### config.mk
export PLATFORM = sky130hd
export DESIGN_NAME = dualtimer_sched
export DESIGN_NICKNAME = d
export VERILOG_FILES = /design/src/rtl/dualtimer_sched_pkg.sv /design/src/rtl/dualtimer_sched_rr_arb.sv /design/src/rtl/dualtimer_sched.sv
export SDC_FILE = /design/constraint.sdc
export NUM_CORES = 1
export LEC_CHECK = 0
export ABC_AREA = 0
export ABC_CLOCK_PERIOD_IN_PS = 4300
export BUFFER_PORTS_ARGS = -buffer_cell sky130_fd_sc_hd__buf_2
export CAP_MARGIN = 10
export CORE_MARGIN = 4
export CORE_UTILIZATION = 52
export DETAILED_ROUTE_END_ITERATION = 8
export PLACE_DENSITY = 0.83
export SYNTH_ARGS = -nofsm -noshare
export SYNTH_HDL_FRONTEND = slang
export SYNTH_SLANG_ARGS = --single-unit
### constraint.sdc
create_clock -name PCLK -period 4.3 [get_ports PCLK]
set_input_delay 0.645 -clock PCLK [delete_from_list [all_inputs] [get_ports PCLK]]
set_output_delay 0.645 -clock PCLK [all_outputs]
set_load 0.005 [all_outputs]
### src/rtl/dualtimer_sched_pkg.sv
// Shared definitions for the dual-timer scheduler: register map, Control bit
// positions, FSM/operation encodings and the APB beat generator.
package dualtimer_sched_pkg;

    localparam logic [11:0] OFF_LOAD   = 12'h000;
    localparam logic [11:0] OFF_CTRL   = 12'h008;
    localparam logic [11:0] OFF_INTCLR = 12'h00C;
    localparam logic [11:0] BASE_T1    = 12'h000;
    localparam logic [11:0] BASE_T2    = 12'h020;

    localparam int CTRL_ONESHOT  = 0;
    localparam int CTRL_SIZE32   = 1;
    localparam int CTRL_PRE_LSB  = 2;
    localparam int CTRL_INTEN    = 5;
    localparam int CTRL_PERIODIC = 6;
    localparam int CTRL_EN       = 7;

    typedef enum logic [1:0] {
        ST_IDLE   = 2'd0,
        ST_SETUP  = 2'd1,
        ST_ACCESS = 2'd2,
        ST_FIN    = 2'd3
    } state_t;

    typedef enum logic [1:0] {
        OP_START  = 2'd0,
        OP_STOP   = 2'd1,
        OP_INTCLR = 2'd2
    } op_t;

    typedef struct packed {
        logic [11:2] addr;
        logic [31:0] data;
    } beat_t;

    function automatic logic [31:0] ctrl_start(input logic oneshot, input logic [1:0] pre);
        logic [31:0] v;
        v = '0;
        v[CTRL_EN]                  = 1'b1;
        v[CTRL_INTEN]               = 1'b1;
        v[CTRL_SIZE32]              = 1'b1;
        v[CTRL_ONESHOT]             = oneshot;
        v[CTRL_PERIODIC]            = ~oneshot;
        v[CTRL_PRE_LSB +: 2]        = pre;
        return v;
    endfunction

    // Address/data of write number 'step' within operation 'op'.
    function automatic beat_t make_beat(input op_t op, input logic [1:0] step, input logic ch,
                                        input logic [31:0] load, input logic oneshot,
                                        input logic [1:0] pre);
        logic [11:2] base_w;
        beat_t       b;
        base_w = ch ? BASE_T2[11:2] : BASE_T1[11:2];
        b.addr = base_w + OFF_CTRL[11:2];
        b.data = '0;
        case (op)
            OP_INTCLR: begin
                b.addr = base_w + OFF_INTCLR[11:2];
                b.data = 32'd1;
            end
            OP_START: begin
                if (step == 2'd1) begin
                    b.addr = base_w + OFF_LOAD[11:2];
                    b.data = load;
                end else if (step == 2'd2) begin
                    b.data = ctrl_start(oneshot, pre);
                end
            end
            default: ;
        endcase
        return b;
    endfunction

    function automatic logic [1:0] last_step(input op_t op);
        return (op == OP_START) ? 2'd2 : 2'd0;
    endfunction

endpackage

### src/rtl/dualtimer_sched_rr_arb.sv
// Round-robin arbiter: searches from the requester after the last accepted
// grantee; the pointer only moves when the scheduler accepts the grant.
module dualtimer_sched_rr_arb #(
    parameter int NREQ = 4
) (
    input  logic                     PCLK,
    input  logic                     PRESET,
    input  logic [NREQ-1:0]          req,
    input  logic [NREQ-1:0]          eligible,
    input  logic                     accept,
    output logic [NREQ-1:0]          grant,
    output logic [$clog2(NREQ)-1:0]  grant_idx
);
    localparam int IW = $clog2(NREQ);

    logic [IW-1:0] ptr_reg;
    logic [IW:0]   sum;
    logic [IW-1:0] idx;
    logic          found;

    always_comb begin
        grant     = '0;
        grant_idx = '0;
        found     = 1'b0;
        sum       = '0;
        idx       = '0;
        for (int k = 1; k <= NREQ; k++) begin
            sum = {1'b0, ptr_reg} + (IW+1)'(k);
            if (sum >= (IW+1)'(NREQ))
                sum = sum - (IW+1)'(NREQ);
            idx = sum[IW-1:0];
            if (!found && req[idx] && eligible[idx]) begin
                found      = 1'b1;
                grant[idx] = 1'b1;
                grant_idx  = idx;
            end
        end
    end

    always_ff @(posedge PCLK or posedge PRESET) begin
        if (PRESET)
            ptr_reg <= '0;
        else if (accept && found)
            ptr_reg <= grant_idx;
    end

endmodule

### src/rtl/dualtimer_sched.sv
// APB master that serialises start/stop/interrupt-clear sequences for a dual
// timer on behalf of NREQ requesters. Optional: DUALTIMER_SCHED_PRESCALE_EN.
module dualtimer_sched
    import dualtimer_sched_pkg::*;
#(
    parameter int NREQ = 4
) (
    input  logic                PCLK,
    input  logic                PRESET,
    input  logic [NREQ-1:0]     req,
    output logic [NREQ-1:0]     ack,
    input  logic [NREQ-1:0]     req_ch,
    input  logic [NREQ-1:0]     req_oneshot,
    input  logic [NREQ*32-1:0]  req_load,
`ifdef DUALTIMER_SCHED_PRESCALE_EN
    input  logic [NREQ*2-1:0]   req_pre,
`endif
    output logic [NREQ-1:0]     done,
    output logic [1:0]          busy_ch,
    output logic                PSEL,
    output logic                PENABLE,
    output logic                PWRITE,
    output logic [11:2]         PADDR,
    output logic [31:0]         PWDATA,
    input  logic                TIMINT1,
    input  logic                TIMINT2
);
    localparam int IW = $clog2(NREQ);

    state_t        state_reg, state_next;
    op_t           op_reg, op_next;
    logic [1:0]    step_reg, step_next;
    logic [IW-1:0] idx_reg, idx_next;
    logic          ch_reg, ch_next;
    logic          oneshot_reg, oneshot_next;
    logic [31:0]   load_reg, load_next;
    logic [1:0]    pre_reg, pre_next;
    logic          done_en_reg, done_en_next;
    logic [1:0]    busy_reg, busy_next;
    logic [IW-1:0] owner_reg [2];
    logic [IW-1:0] owner_next [2];
    logic [1:0]    ch_oneshot_reg, ch_oneshot_next;
    logic [1:0]    pend_reg, pend_next, pend_clr;
    logic [1:0]    timint_prev_reg;
    logic [11:2]   paddr_reg, paddr_next;
    logic [31:0]   pwdata_reg, pwdata_next;

    logic [NREQ-1:0] eligible, grant;
    logic [IW-1:0]   grant_idx;
    logic            accept, load_beat;
    logic [1:0]      pre_sel, timint;
    logic [31:0]     load_arr [NREQ];
    beat_t           beat_w;

    genvar gi;
    for (gi = 0; gi < NREQ; gi++) begin : g_req
        assign load_arr[gi] = req_load[gi*32 +: 32];
        // A requester may use a free channel or one it already owns.
        assign eligible[gi] = !busy_reg[req_ch[gi]] || (owner_reg[req_ch[gi]] == IW'(gi));
        assign ack[gi]  = (state_reg == ST_FIN) && (op_reg != OP_INTCLR) && (idx_reg == IW'(gi));
        assign done[gi] = (state_reg == ST_FIN) && (op_reg == OP_INTCLR) && done_en_reg
                          && (idx_reg == IW'(gi));
    end

`ifdef DUALTIMER_SCHED_PRESCALE_EN
    logic [1:0] pre_arr [NREQ];
    for (gi = 0; gi < NREQ; gi++) begin : g_pre
        assign pre_arr[gi] = req_pre[gi*2 +: 2];
    end
    assign pre_sel = pre_arr[grant_idx];
`else
    assign pre_sel = 2'b00;
`endif

    dualtimer_sched_rr_arb #(.NREQ(NREQ)) u_arb (
        .PCLK      (PCLK),
        .PRESET    (PRESET),
        .req       (req),
        .eligible  (eligible),
        .accept    (accept),
        .grant     (grant),
        .grant_idx (grant_idx)
    );

    assign timint  = {TIMINT2, TIMINT1};
    assign PSEL    = (state_reg == ST_SETUP) || (state_reg == ST_ACCESS);
    assign PENABLE = (state_reg == ST_ACCESS);
    assign PWRITE  = 1'b1;
    assign PADDR   = paddr_reg;
    assign PWDATA  = pwdata_reg;
    assign busy_ch = busy_reg;

    always_comb begin
        state_next      = state_reg;
        op_next         = op_reg;
        step_next       = step_reg;
        idx_next        = idx_reg;
        ch_next         = ch_reg;
        oneshot_next    = oneshot_reg;
        load_next       = load_reg;
        pre_next        = pre_reg;
        done_en_next    = done_en_reg;
        busy_next       = busy_reg;
        owner_next      = owner_reg;
        ch_oneshot_next = ch_oneshot_reg;
        paddr_next      = paddr_reg;
        pwdata_next     = pwdata_reg;
        pend_clr        = 2'b00;
        accept          = 1'b0;
        load_beat       = 1'b0;
        beat_w          = '0;
        case (state_reg)
            ST_IDLE: begin
                // Interrupt service outranks requests; Timer1 outranks Timer2.
                if (pend_reg != 2'b00) begin
                    ch_next           = ~pend_reg[0];
                    pend_clr[ch_next] = 1'b1;
                    op_next           = OP_INTCLR;
                    done_en_next      = busy_reg[ch_next];
                    idx_next          = owner_reg[ch_next];
                    step_next         = 2'd0;
                    state_next        = ST_SETUP;
                    load_beat         = 1'b1;
                end else if (grant != '0) begin
                    accept       = 1'b1;
                    idx_next     = grant_idx;
                    ch_next      = req_ch[grant_idx];
                    oneshot_next = req_oneshot[grant_idx];
                    load_next    = load_arr[grant_idx];
                    pre_next     = pre_sel;
                    op_next      = (load_next == 32'd0) ? OP_STOP : OP_START;
                    if (op_next == OP_START) begin
                        busy_next[ch_next]       = 1'b1;
                        owner_next[ch_next]      = grant_idx;
                        ch_oneshot_next[ch_next] = oneshot_next;
                    end
                    step_next  = 2'd0;
                    state_next = ST_SETUP;
                    load_beat  = 1'b1;
                end
            end
            ST_SETUP: state_next = ST_ACCESS;
            ST_ACCESS: begin
                if (step_reg == last_step(op_reg)) begin
                    state_next = ST_FIN;
                end else begin
                    step_next  = step_reg + 2'd1;
                    state_next = ST_SETUP;
                    load_beat  = 1'b1;
                end
            end
            ST_FIN: begin
                state_next = ST_IDLE;
                if (op_reg == OP_STOP)
                    busy_next[ch_reg] = 1'b0;
                else if (op_reg == OP_INTCLR && done_en_reg && ch_oneshot_reg[ch_reg])
                    busy_next[ch_reg] = 1'b0;
            end
            default: state_next = ST_IDLE;
        endcase
        if (load_beat) begin
            beat_w      = make_beat(op_next, step_next, ch_next, load_next, oneshot_next, pre_next);
            paddr_next  = beat_w.addr;
            pwdata_next = beat_w.data;
        end
        // A repeat edge while the flag is still set simply merges into it.
        pend_next = (pend_reg & ~pend_clr) | (timint & ~timint_prev_reg);
    end

    always_ff @(posedge PCLK or posedge PRESET) begin
        if (PRESET) begin
            state_reg       <= ST_IDLE;
            op_reg          <= OP_START;
            step_reg        <= '0;
            idx_reg         <= '0;
            ch_reg          <= 1'b0;
            oneshot_reg     <= 1'b0;
            load_reg        <= '0;
            pre_reg         <= '0;
            done_en_reg     <= 1'b0;
            busy_reg        <= '0;
            owner_reg       <= '{default: '0};
            ch_oneshot_reg  <= '0;
            pend_reg        <= '0;
            timint_prev_reg <= '0;
            paddr_reg       <= '0;
            pwdata_reg      <= '0;
        end else begin
            state_reg       <= state_next;
            op_reg          <= op_next;
            step_reg        <= step_next;
            idx_reg         <= idx_next;
            ch_reg          <= ch_next;
            oneshot_reg     <= oneshot_next;
            load_reg        <= load_next;
            pre_reg         <= pre_next;
            done_en_reg     <= done_en_next;
            busy_reg        <= busy_next;
            owner_reg       <= owner_next;
            ch_oneshot_reg  <= ch_oneshot_next;
            pend_reg        <= pend_next;
            timint_prev_reg <= timint;
            paddr_reg       <= paddr_next;
            pwdata_reg      <= pwdata_next;
        end
    end

endmodule
==> summary.md, run 1 <==
| Metric | Value |
|---|---|
| Outcome | `complete, no violations` |
| Critical Path End Type | `flop` |
| Slew @ Worst Pin | `0.804 ns` |
| Final worst-path cycle share | `94.7%` |
| Worst reg-to-reg setup slack | `0.23 ns` |
| Synth area leaders | `dfrtp_1 (39%), mux2_2 (7.3%), mux2i_1 (6.2%)` |
| Synth top area share | `39.4%` |
| Die width | `115 microns` |
| Remaining Overflow, GRT | `0` |
| Total track usage | `27.2%` |
| R2r startpoint | `u_arb.ptr_reg[0]$_DFFE_PP0P_` |
| Cts hold-fix bufs | `0` |
| Flops & latches, synth | `94` |
| Area grow syn2layout | `22.1%` |
| Seq/Total Area, Yosys | `39.4%` |
| Final wirelength | `17800 microns` |
| Cell internal pwr | `2.73 mW` |
| Die area | `0.0133 sq mm` |
| Initial antenna violation count | `0` |
| Max Freq | `0.246 GHz` |
| WP data arrival | `4.30 ns` |
| Layout fillers | `875` |
| Placed cells | `914` |
| First-pass detailed-route iteration total | `5` |
| H-tree Lvls | `3` |
| NetSw | `2.10 mW` |
| RD Place Congestion | `0.942` |
| Commonest cells post-synth | `dfrtp_1 (94), nand2_1 (69), o21ai_0 (65)` |
| Core Rows | `38` |
| Clk buf depth | `2` |
| Switching Fraction | `43.4%` |
| Synth Flop Type | `dfrtp_1` |
| Port buffer count | `190` |
| Min cycle time layout | `4.07 ns` |
| Syn_area_per_cell | `9.85 sq um` |
| Cell with the most instances after synthesis | `dfrtp_1` |
| Fin. Hold Viols | `0` |
| Starting DRT DRC Count | `412` |
| Type of the worst setup path | `reg -> reg` |
| Die height | `115 microns` |
| Ant diodes | `0` |
| Pwr dens | `661 mW/mm^2` |
| RR Endpoint | `PWDATA[1]$_DFFE_PP0P_` |
| Yosys warning count | `0` |
| Setup crit start kind | `flop` |
| Hold Crit Class | `in -> async` |
| Number of global-route vias before repair | `5744` |
| Worst vdd ir | `0.351 mV` |
| Cts repair resizes | `0` |
| Logic pwr share | `55.4%` |
| Clock Sinks | `94` |
| Synthesized instance count | `607` |
| P_leak | `3.53 nW` |
| DRC | `0` |
| CTS Buf Count | `9` |
| Final net count | `940` |
| I/O Pins | `199` |
| Wire per inst | `19.1 microns` |
| Vias | `5680` |
| Synth unique cells | `71` |
| Yosys top cell by area | `dfrtp_1` |
| Fin cells | `930` |
| Max-cap check violation count | `0` |
| Clk pwr share | `15.6%` |
| Clock-pin slew on the worst setup and hold paths | `0.07 ns` |
| Latest clock arrival within the worst-skew pair | `0.34 ns` |
| CORE AREA | `0.0110 sq mm` |
| Cell Area, Synth | `0.00598 sq mm` |
| Vias/cell | `6.11` |
| TritonCTS clock tree | `yes` |
| Postcts setup bufs | `0` |
| Total Neg Setup Slack | `0 ns` |
| Final Setup Violations | `0` |
| EDFF count, synth | `0` |
| Worst rel slew slack | `46.4%` |
| HPWL Detailed | `13900 microns` |
| Worst Path Max Fanout | `13` |
| Pin count of the biggest net entering global routing | `51` |
| WP data required | `4.53 ns` |
| Fin. max-slew vios | `0` |
| Share of async-settable or async-resettable flops after synthesis | `100%` |
| Root buffer cell | `clkbuf_16` |
| Power share of the sequential group | `28.9%` |
| First-pass GRT wire length | `28500 microns` |
| ANT nets after route | `0` |
| R2R cell count | `14` |
| Unrepaired setup endpoints after global routing | `false` |
| Initial cell density of the core | `54.2%` |
| Skew final | `0.00664 ns` |
| Layout cells sized above 1 | `36.8%` |
| Design Power | `4.83 mW` |
final cells by class:
| type | instances | area [sq um] | area share, % |
|---|---|---|---|
| inverter | 17 | 65.1 | 0.892 |
| sequential | 94 | 2350 | 32.2 |
| tap | 140 | 175 | 2.40 |
| clock buffer | 11 | 253 | 3.46 |
| timing repair buffer | 205 | 1090 | 14.9 |
| clock inverter | 5 | 32.5 | 0.446 |
| multi-input combinational | 458 | 3330 | 45.6 |
how the worst max path moves through the flow:
stage,startpoint,to,slack (ns),depth (start not counted)
2_1_floorplan,u_arb.ptr_reg[0]$_DFFE_PP0P_,PWDATA[2]$_DFFE_PP0P_,0.87,11
3_3_place_gp,req_ch[0],PWDATA[1]$_DFFE_PP0P_,0.64,13
3_5_place_dp,u_arb.ptr_reg[0]$_DFFE_PP0P_,PWDATA[7]$_DFFE_PP0P_,0.36,14
4_1_cts,u_arb.ptr_reg[0]$_DFFE_PP0P_,PWDATA[7]$_DFFE_PP0P_,0.31,14
5_1_grt,u_arb.ptr_reg[0]$_DFFE_PP0P_,PWDATA[5]$_DFFE_PP0P_,0.009,14
6_report,u_arb.ptr_reg[0]$_DFFE_PP0P_,PWDATA[1]$_DFFE_PP0P_,0.23,14
cells by family (layout without fill, tap and decap cells):
kind of cell             Yosys count  count (layout)  share of synthesized area (%)
other                              2               8                          0.126
AND/OR/NAND/NOR                  188             188                           16.0
XOR/XNOR                           1               1                          0.147
AO/OA/AOI/OAI                    167             167                           20.5
adder cells (fa/ha/maj)           11              11                           2.30
multiplexers                      83              83                           16.0
buffers and inverters             61             238                           5.59
flip-flops                        94              94                           39.4
placed cells by master (no fill, tap or decap), types with 16 or more instances in the layout:
cell type	n
nand2_1	68
nor2_1	24
nor4_1	33
a22o_1	29
inv_1	16
mux2_2	39
dfrtp_1	94
buf_2	190
o21ai_0	65
a21oi_1	16
mux2i_1	37
worst max-delay path: stages (launching register included):
cell	delay (ns)
dfrtp_1	0.64
inv_1	0.15
ha_1	0.44
inv_1	0.14
a21oi_1	0.23
a222oi_1	0.17
a221oi_4	0.68
buf_4	0.29
buf_4	0.20
nor2b_1	0.06
a211oi_1	0.21
a21oi_1	0.07
mux2_2	0.28
or2_0	0.20
a22o_1	0.20
per-layer routing:
metal	wire length (microns)	share of wire, %	global-route usage [%]	vias up
met5	0	0	0	-
met4	625	3.5	12.1	0
met3	1320	7.4	4.26	53
met2	8740	49	45.4	284
met1	7070	40	34.9	2717
li1	-	-	-	2626
per-stage QoR:
step | cell area [sq um] | setup WS [ns] | hold slack, ns | utilization, %
4_1_cts | 7300 | 0.308 | 0.424 | 66.2
3_5_place_dp | 7010 | 0.357 | 0.416 | 63.6
3_3_place_gp | 7010 | 0.636 | 0.410 | 63.6
6_report | 7300 | 0.230 | 0.417 | 66.2
2_1_floorplan | 6000 | 0.865 | 0.399 | -
5_1_grt | 7300 | 0.00930 | 0.422 | 66.2
power by group through the flow:
stage / logic (mW) / clock network [mW] / registers (mW)
after global routing: 2.94 / 0.805 / 1.44
final: 2.68 / 0.754 / 1.40
after floorplan: 2.03 / 0 / 1.32
after global placement: 2.53 / 0 / 1.39
after CTS: 2.65 / 0.765 / 1.39
after detailed placement: 2.64 / 0 / 1.40
Power figures use the tool's default switching activity.
==> run 2: changes to the inputs <==
--- a/config.mk
+++ b/config.mk
@@ -13,6 +13,7 @@
 export CORE_UTILIZATION = 52
 export DETAILED_ROUTE_END_ITERATION = 8
 export PLACE_DENSITY = 0.83
+export SLEW_MARGIN = 10
 export SYNTH_ARGS = -nofsm -noshare
 export SYNTH_HDL_FRONTEND = slang
 export SYNTH_SLANG_ARGS = --single-unit
==> constraint.sdc (replaced) <==
create_clock -name PCLK -period 4.3 [get_ports PCLK]
set_input_delay 0.215 -clock PCLK [delete_from_list [all_inputs] [get_ports PCLK]]
set_output_delay 0.215 -clock PCLK [all_outputs]
set_load 0.005 [all_outputs]
==> run 2 against run 1 <==
Effect of this change:
- critical path depth fell by 3
- worst setup slack improved by 0.14 ns
- sequential power hardly changed
- design area grew 1.4%
- global-route usage is 0.68 points lower
- final cell count increased by 0.54%
- non-clock buffer count increased by 5
- utilization is 0.92 points higher
- hold slack got worse by 0.098 ns
- combinational power up 2%
- register-to-register slack gained 0.14 ns
- clock-buffer cell count grew 1
- largest power group unchanged
==> summary.md, run 2 (synthesized netlist as in run 1, its figures left out) <==
| Metric | Value |
|---|---|
| P_leak | `3.57 nW (was 3.53 nW)` |
| Type of the worst setup path | `reg -> reg (unchanged)` |
| Clock Sinks | `94 (unchanged)` |
| Starting DRT DRC Count | `323 (was 412)` |
| Routing usage on met1 | `33.4% (was 34.9%)` |
| Total Neg Setup Slack | `0 ns (unchanged)` |
| Final worst-path cycle share | `91.5% (was 94.7%)` |
| Initial cell density of the core | `54.2% (unchanged)` |
| Ant diodes | `0 (unchanged)` |
| Area grow syn2layout | `23.8% (was 22.1%)` |
| WP data required | `4.57 ns (was 4.53 ns)` |
| RD Place Congestion | `1.03 (was 0.942)` |
| Max-cap check violation count | `0 (unchanged)` |
| Wire per inst | `18.9 microns (was 19.1 microns)` |
| Pwr dens | `671 mW/mm^2 (was 661 mW/mm^2)` |
| TritonCTS clock tree | `yes (unchanged)` |
| Latest clock arrival within the worst-skew pair | `0.33 ns (was 0.34 ns)` |
| Slew @ Worst Pin | `0.815 ns (was 0.804 ns)` |
| Fin cells | `935 (was 930)` |
| Initial antenna violation count | `0 (unchanged)` |
| Fin. Hold Viols | `0 (unchanged)` |
| Hold_ws | `0.319 ns (was 0.417 ns)` |
| Final net count | `945 (was 940)` |
| Worst rel slew slack | `45.2% (was 46.4%)` |
| Root buffer cell | `clkbuf_16 (unchanged)` |
| Max Freq | `0.254 GHz (was 0.246 GHz)` |
| Placed cells | `911 (was 914)` |
| Worst vdd ir | `0.397 mV (was 0.351 mV)` |
| GR Util met2 | `44.9% (was 45.4%)` |
| H-tree Lvls | `3 (unchanged)` |
| HPWL Detailed | `13600 microns (was 13900 microns)` |
| CORE AREA | `0.0110 sq mm (unchanged)` |
| Final wirelength | `17700 microns (was 17800 microns)` |
| Hold Crit Class | `in -> reg (was in -> async)` |
| Outcome | `complete, no violations (unchanged)` |
| Worst Path Max Fanout | `13 (unchanged)` |
| Number of global-route vias before repair | `5644 (was 5744)` |
| Min cycle time layout | `3.93 ns (was 4.07 ns)` |
| Final Setup Violations | `0 (unchanged)` |
| Remaining Overflow, GRT | `0 (unchanged)` |
| Pin count of the biggest net entering global routing | `66 (was 51)` |
| Core Rows | `38 (unchanged)` |
| Clk buf depth | `2 (unchanged)` |
| Worst reg-to-reg setup slack | `0.37 ns (was 0.23 ns)` |
| Commonest non-fill, non-tap cells in the layout | `buf_2 (190), dfrtp_1 (94), nand2_1 (68) (unchanged)` |
| Vias | `5712 (was 5680)` |
| Skew final | `0.00954 ns (was 0.00664 ns)` |
| Die width | `115 microns (unchanged)` |
| CTS Buf Count | `9 (unchanged)` |
| Critical Path End Type | `flop (unchanged)` |
| ANT nets after route | `0 (unchanged)` |
| GRT busiest layer | `met2 (unchanged)` |
| Layout cells sized above 1 | `36.6% (was 36.8%)` |
| DRC | `0 (unchanged)` |
| M3 GR Usage | `4.89% (was 4.26%)` |
| Fin. max-slew vios | `0 (unchanged)` |
| Die height | `115 microns (unchanged)` |
| Setup crit start kind | `flop (unchanged)` |
| Die area | `0.0133 sq mm (unchanged)` |
| Unrepaired setup endpoints after global routing | `false (unchanged)` |
| I/O Pins | `199 (unchanged)` |
| Vias/cell | `6.11 (about the same)` |
| WP data arrival | `4.20 ns (was 4.30 ns)` |
| First-pass detailed-route iteration total | `5 (unchanged)` |
| Clock-pin slew on the worst setup and hold paths | `0.06 ns (was 0.07 ns)` |
| Cts repair resizes | `0 (unchanged)` |
| Total track usage | `26.5% (was 27.2%)` |
| Most common cell after layout, fill and taps aside | `buf_2 (unchanged)` |
| First-pass GRT wire length | `28000 microns (was 28500 microns)` |
| Port buffer count | `190 (unchanged)` |
==> run 2: final cells by class <==
type,instances,area (sq um)
multi-input combinational,458,3330
fill,849,3630
sequential,94,2350
inverter,17,65.1
clock buffer,12,246
tap,140,175
timing repair buffer,210,1160
clock inverter,4,70.1
==> run 2: layer usage <==
| layer | share of wire [%] | vias up |
|---|---|---|
| met1 | 39 | 2745 |
| met4 | 3.5 | 0 |
| met3 | 7.6 | 50 |
| met2 | 49 | 291 |
| met5 | 0 | - |
| li1 | - | 2626 |
==> run 2: metrics by stage <==
step / util (%) / cell area (sq um) / setup slack, ns / power, mW
global route: 67.1 / 7400 / 0.0455 / 5.31
finish: 67.1 / 7400 / 0.367 / 4.97
CTS: 66.4 / 7330 / 0.0903 / 4.89
detailed placement: 63.4 / 6990 / 0.140 / 4.02
floorplan: - / 6000 / 0.865 / 3.35
global placement: 63.4 / 6990 / 0.451 / 3.90
==> run 2: worst max-delay path, cell delays in order, from the launching register on <==
cell and delay [ns]:
dfrtp_1 0.60, inv_1 0.13, ha_1 0.43, inv_1 0.14, a21oi_1 0.25, a221oi_2 0.17
a2111o_1 0.47, o21a_2 0.26, o31ai_4 0.46, nand3b_1 0.23, a311oi_1 0.50, a221o_1 0.23
==> run 2: where the power goes <==
part,leakage (nW),switching [mW],internal [mW]
clock,0.157,0.320,0.524
sequential,1.22,0.221,1.17
combinational,2.20,1.56,1.17
==> run 2: worst paths after layout <==
check                                              from                       end  depth (start not counted)
min reg2reg                timint_prev_reg[0]$_DFF_PP0_     pend_reg[0]$_DFF_PP0_                          1
min in group asynchronous                        PRESET  state_reg[0]$_DFFE_PP0P_                          3
min                                           req_ch[1]  owner_reg[3]$_DFFE_PP0P_                          3
max                        u_arb.ptr_reg[0]$_DFFE_PP0P_     PWDATA[6]$_DFFE_PP0P_                         11
max in group asynchronous                        PRESET     load_reg[9]$_DFF_PP0_                          5
max reg2reg                u_arb.ptr_reg[0]$_DFFE_PP0P_     PWDATA[6]$_DFFE_PP0P_                         11
==> run 2: timing repair <==
| item | in CTS | in global routing |
|---|---|---|
| hold buffers | 2 | 1 |
| setup endpoints to repair | 0 | 45 |
| endpoints found under the hold margin | 2 | 28 |
| buffers inserted | 0 | 4 |
==> run 3: changes to the inputs <==
--- a/config.mk
+++ b/config.mk
@@ -6,13 +6,13 @@
 export NUM_CORES = 1
 export LEC_CHECK = 0
 export ABC_AREA = 0
-export ABC_CLOCK_PERIOD_IN_PS = 4300
-export BUFFER_PORTS_ARGS = -buffer_cell sky130_fd_sc_hd__buf_2
+export ABC_CLOCK_PERIOD_IN_PS = 3600
+export BUFFER_PORTS_ARGS = -buffer_cell sky130_fd_sc_hd__buf_4
 export CAP_MARGIN = 10
 export CORE_MARGIN = 4
-export CORE_UTILIZATION = 52
+export CORE_UTILIZATION = 47
 export DETAILED_ROUTE_END_ITERATION = 8
-export PLACE_DENSITY = 0.83
+export PLACE_DENSITY = 0.79
 export SLEW_MARGIN = 10
 export SYNTH_ARGS = -nofsm -noshare
 export SYNTH_HDL_FRONTEND = slang
==> constraint.sdc (replaced) <==
create_clock -name PCLK -period 3.6 [get_ports PCLK]
set_input_delay 0.18 -clock PCLK [delete_from_list [all_inputs] [get_ports PCLK]]
set_output_delay 0.18 -clock PCLK [all_outputs]
set_load 0.005 [all_outputs]
==> run 3 against run 2 <==
Effect of this change:
- fmax up 15%
- design area up 6.4%
- routed wire length up 3.1%
- sequential power up 19%
- non-clock buffer count up 1
- critical path depth down 1
- power up 20%
- first-iteration DRC count up 17%
- worst setup slack worse by 0.19 ns
- via count down 2.5%
- highest routed layer unchanged
==> summary.md, run 3 (synthesized netlist as in run 1, its figures left out) <==
| Metric | Value |
|---|---|
| Outcome | `complete, no violations (unchanged)` |
| Area grow syn2layout | `31.7% (was 23.8%)` |
| Commonest non-fill, non-tap cells in the layout | `buf_4 (204), dfrtp_1 (94), nand2_1 (68) (was buf_2 (190), dfrtp_1 (94), nand2_1 (68))` |
| Latest clock arrival within the worst-skew pair | `0.34 ns (was 0.33 ns)` |
| Initial antenna violation count | `0 (unchanged)` |
| Critical Path End Type | `flop (unchanged)` |
| First-pass GRT wire length | `28900 microns (was 28000 microns)` |
| Type of the worst setup path | `reg -> reg (unchanged)` |
| Number of global-route vias before repair | `5658 (was 5644)` |
| Fin. Hold Viols | `0 (unchanged)` |
| Pwr dens | `755 mW/mm^2 (was 671 mW/mm^2)` |
| Dpl cell area | `0.00753 sq mm (was 0.00699 sq mm)` |
| Fin. max-slew vios | `0 (unchanged)` |
| HPWL Detailed | `14700 microns (was 13600 microns)` |
| CORE AREA | `0.0122 sq mm (was 0.0110 sq mm)` |
| Unrepaired setup endpoints after global routing | `false (unchanged)` |
| Core Rows | `40 (was 38)` |
| Starting DRT DRC Count | `377 (was 323)` |
| Die area | `0.0146 sq mm (was 0.0133 sq mm)` |
| Wire per inst | `18.9 microns (about the same)` |
| Vias | `5567 (was 5712)` |
| Vias/cell | `5.77 (was 6.11)` |
| Port buffer count | `190 (unchanged)` |
| Layout cells sized above 1 | `37.1% (was 36.6%)` |
| ANT nets after route | `0 (unchanged)` |
| Max Freq | `0.292 GHz (was 0.254 GHz)` |
| Crit-path cells | `o211ai_1, o211ai_1, o2111ai_1, o21ai_1, a2111o_1, o21a_2, o211ai_4, mux2_2, or2_0, a22o_1 (was inv_1, ha_1, inv_1, a21oi_1, a221oi_2, a2111o_1, o21a_2, o31ai_4, nand3b_1, a311oi_1, a221o_1)` |
| Final net count | `946 (was 945)` |
| Worst rel slew slack | `46.2% (was 45.2%)` |
| Clock Sinks | `94 (unchanged)` |
| WP data required | `3.82 ns (was 4.57 ns)` |
| Skew final | `0.00893 ns (was 0.00954 ns)` |
| Final wirelength | `18300 microns (was 17700 microns)` |
| H-tree Lvls | `3 (unchanged)` |
| Hold Crit Class | `in -> reg (unchanged)` |
| WP data arrival | `3.65 ns (was 4.20 ns)` |
| Max-cap check violation count | `0 (unchanged)` |
| Ant diodes | `0 (unchanged)` |
| Total track usage | `25.0% (was 26.5%)` |
| Slew @ Worst Pin | `0.806 ns (was 0.815 ns)` |
| M3 GR Usage | `5.89% (was 4.89%)` |
| DRC | `0 (unchanged)` |
| I/O Pins | `199 (unchanged)` |
| Total Neg Setup Slack | `0 ns (unchanged)` |
| Final worst-path cycle share | `95.1% (was 91.5%)` |
| Max stage delay on crit path | `0.45 ns (was 0.60 ns)` |
| Clock-pin slew on the worst setup and hold paths | `0.07 ns (was 0.06 ns)` |
| P_leak | `3.69 nW (was 3.57 nW)` |
| Remaining Overflow, GRT | `0 (unchanged)` |
| Pin count of the biggest net entering global routing | `48 (was 66)` |
| Final Setup Violations | `0 (unchanged)` |
| Post-Layout Inst Area | `0.00787 sq mm (was 0.00740 sq mm)` |
| Min cycle time layout | `3.42 ns (was 3.93 ns)` |
| Setup crit start kind | `flop (unchanged)` |
| CP most frequent cell | `o211ai_1 (was inv_1)` |
| Worst vdd ir | `0.389 mV (was 0.397 mV)` |
| Clk buf depth | `2 (unchanged)` |
| Routing usage on met1 | `32.5% (was 33.4%)` |
| GR Util met2 | `41.2% (was 44.9%)` |
| Root buffer cell | `clkbuf_16 (unchanged)` |
| CTS Buf Count | `9 (unchanged)` |
| RD Place Congestion | `0.952 (was 1.03)` |
| Die width | `121 microns (was 115 microns)` |
| TritonCTS clock tree | `yes (unchanged)` |
| Initial cell density of the core | `48.9% (was 54.2%)` |
| GRT busiest layer | `met2 (unchanged)` |
| Die height | `121 microns (was 115 microns)` |
| First-pass detailed-route iteration total | `5 (unchanged)` |
| Crit-path slowest cell | `o211ai_4 (was dfrtp_1)` |
| Worst Path Max Fanout | `14 (was 13)` |
| Most common cell after layout, fill and taps aside | `buf_4 (was buf_2)` |
==> run 3: cell types whose count changed in the layout (fill, tap and decap cells not counted), moves of 2 or more <==
cell	delta
buf_12	-2
bufinv_16	-2
clkinv_2	-2
clkbuf_1	-2
buf_6	+2
buf_2	-190
buf_4	+191
inv_8	+2
inv_6	+2
clkinv_4	+2
==> run 3: worst max-delay path, delay by kind of cell, from the launching register on <==
family,cells,cell delay [ns]
AND/OR/NAND/NOR,1,0.20
AO/OA/AOI/OAI,8,2.26
flip-flops,1,0.44
multiplexers,1,0.41
==> run 3: worst paths after layout <==
check	end	startpoint	cells past startpoint	slack, ns
max	PWDATA[1]$_DFFE_PP0P_	owner_reg[1]$_DFFE_PP0P_	10	0.18
min	owner_reg[3]$_DFFE_PP0P_	req_ch[1]	3	0.27
max reg2reg	PWDATA[1]$_DFFE_PP0P_	owner_reg[1]$_DFFE_PP0P_	10	0.18
min reg2reg	pend_reg[1]$_DFF_PP0_	timint_prev_reg[1]$_DFF_PP0_	1	0.43
max in group asynchronous	PWDATA[2]$_DFFE_PP0P_	PRESET	4	2.20
min in group asynchronous	load_reg[20]$_DFF_PP0_	PRESET	3	0.54
==> run 3: metrics by stage <==
stage | power, mW | hold WS (ns) | util (%) | setup slack (ns) | std cells
4_1_cts | 5.91 | 0.264 | 64.3 | 0.216 | 962
2_1_floorplan | 4.00 | 0.211 | - | 0.165 | 613
3_5_place_dp | 4.98 | 0.300 | 61.7 | 0.225 | 943
6_report | 5.94 | 0.270 | 64.5 | 0.176 | 964
3_3_place_gp | 4.89 | 0.299 | 61.7 | 0.313 | 943
5_1_grt | 6.37 | 0.283 | 64.5 | 0.0385 | 964
==> run 3: repair_timing <==
item                       CTS  global route
hold endpoints to repair    18             0
setup endpoints to repair    0            12
hold buffers                 3             0
setup buffers                0             2
gates resized for setup      0             3
==> run 3: report_power, final <==
part           internal [mW]  switching, mW
clock network          0.485          0.433
registers               1.40          0.258
logic                   1.50           1.87
==> run 3: cell type report <==
type	instances	area, sq um
well taps	168	210
clock inverters	7	65.1
inverters	17	65.1
clock buffers	9	225
multi-input cells	458	3330
repair buffers	211	1620
fillers	1025	4340
flip-flops and latches	94	2350
==> run 3: routing by layer <==
metal | up-vias | part of all wire, % | routed length (microns)
li1 | 2630 | - | -
met5 | - | 0 | 0
met1 | 2634 | 42 | 7650
met2 | 260 | 48 | 8780
met3 | 43 | 7.4 | 1350
met4 | 0 | 2.7 | 486
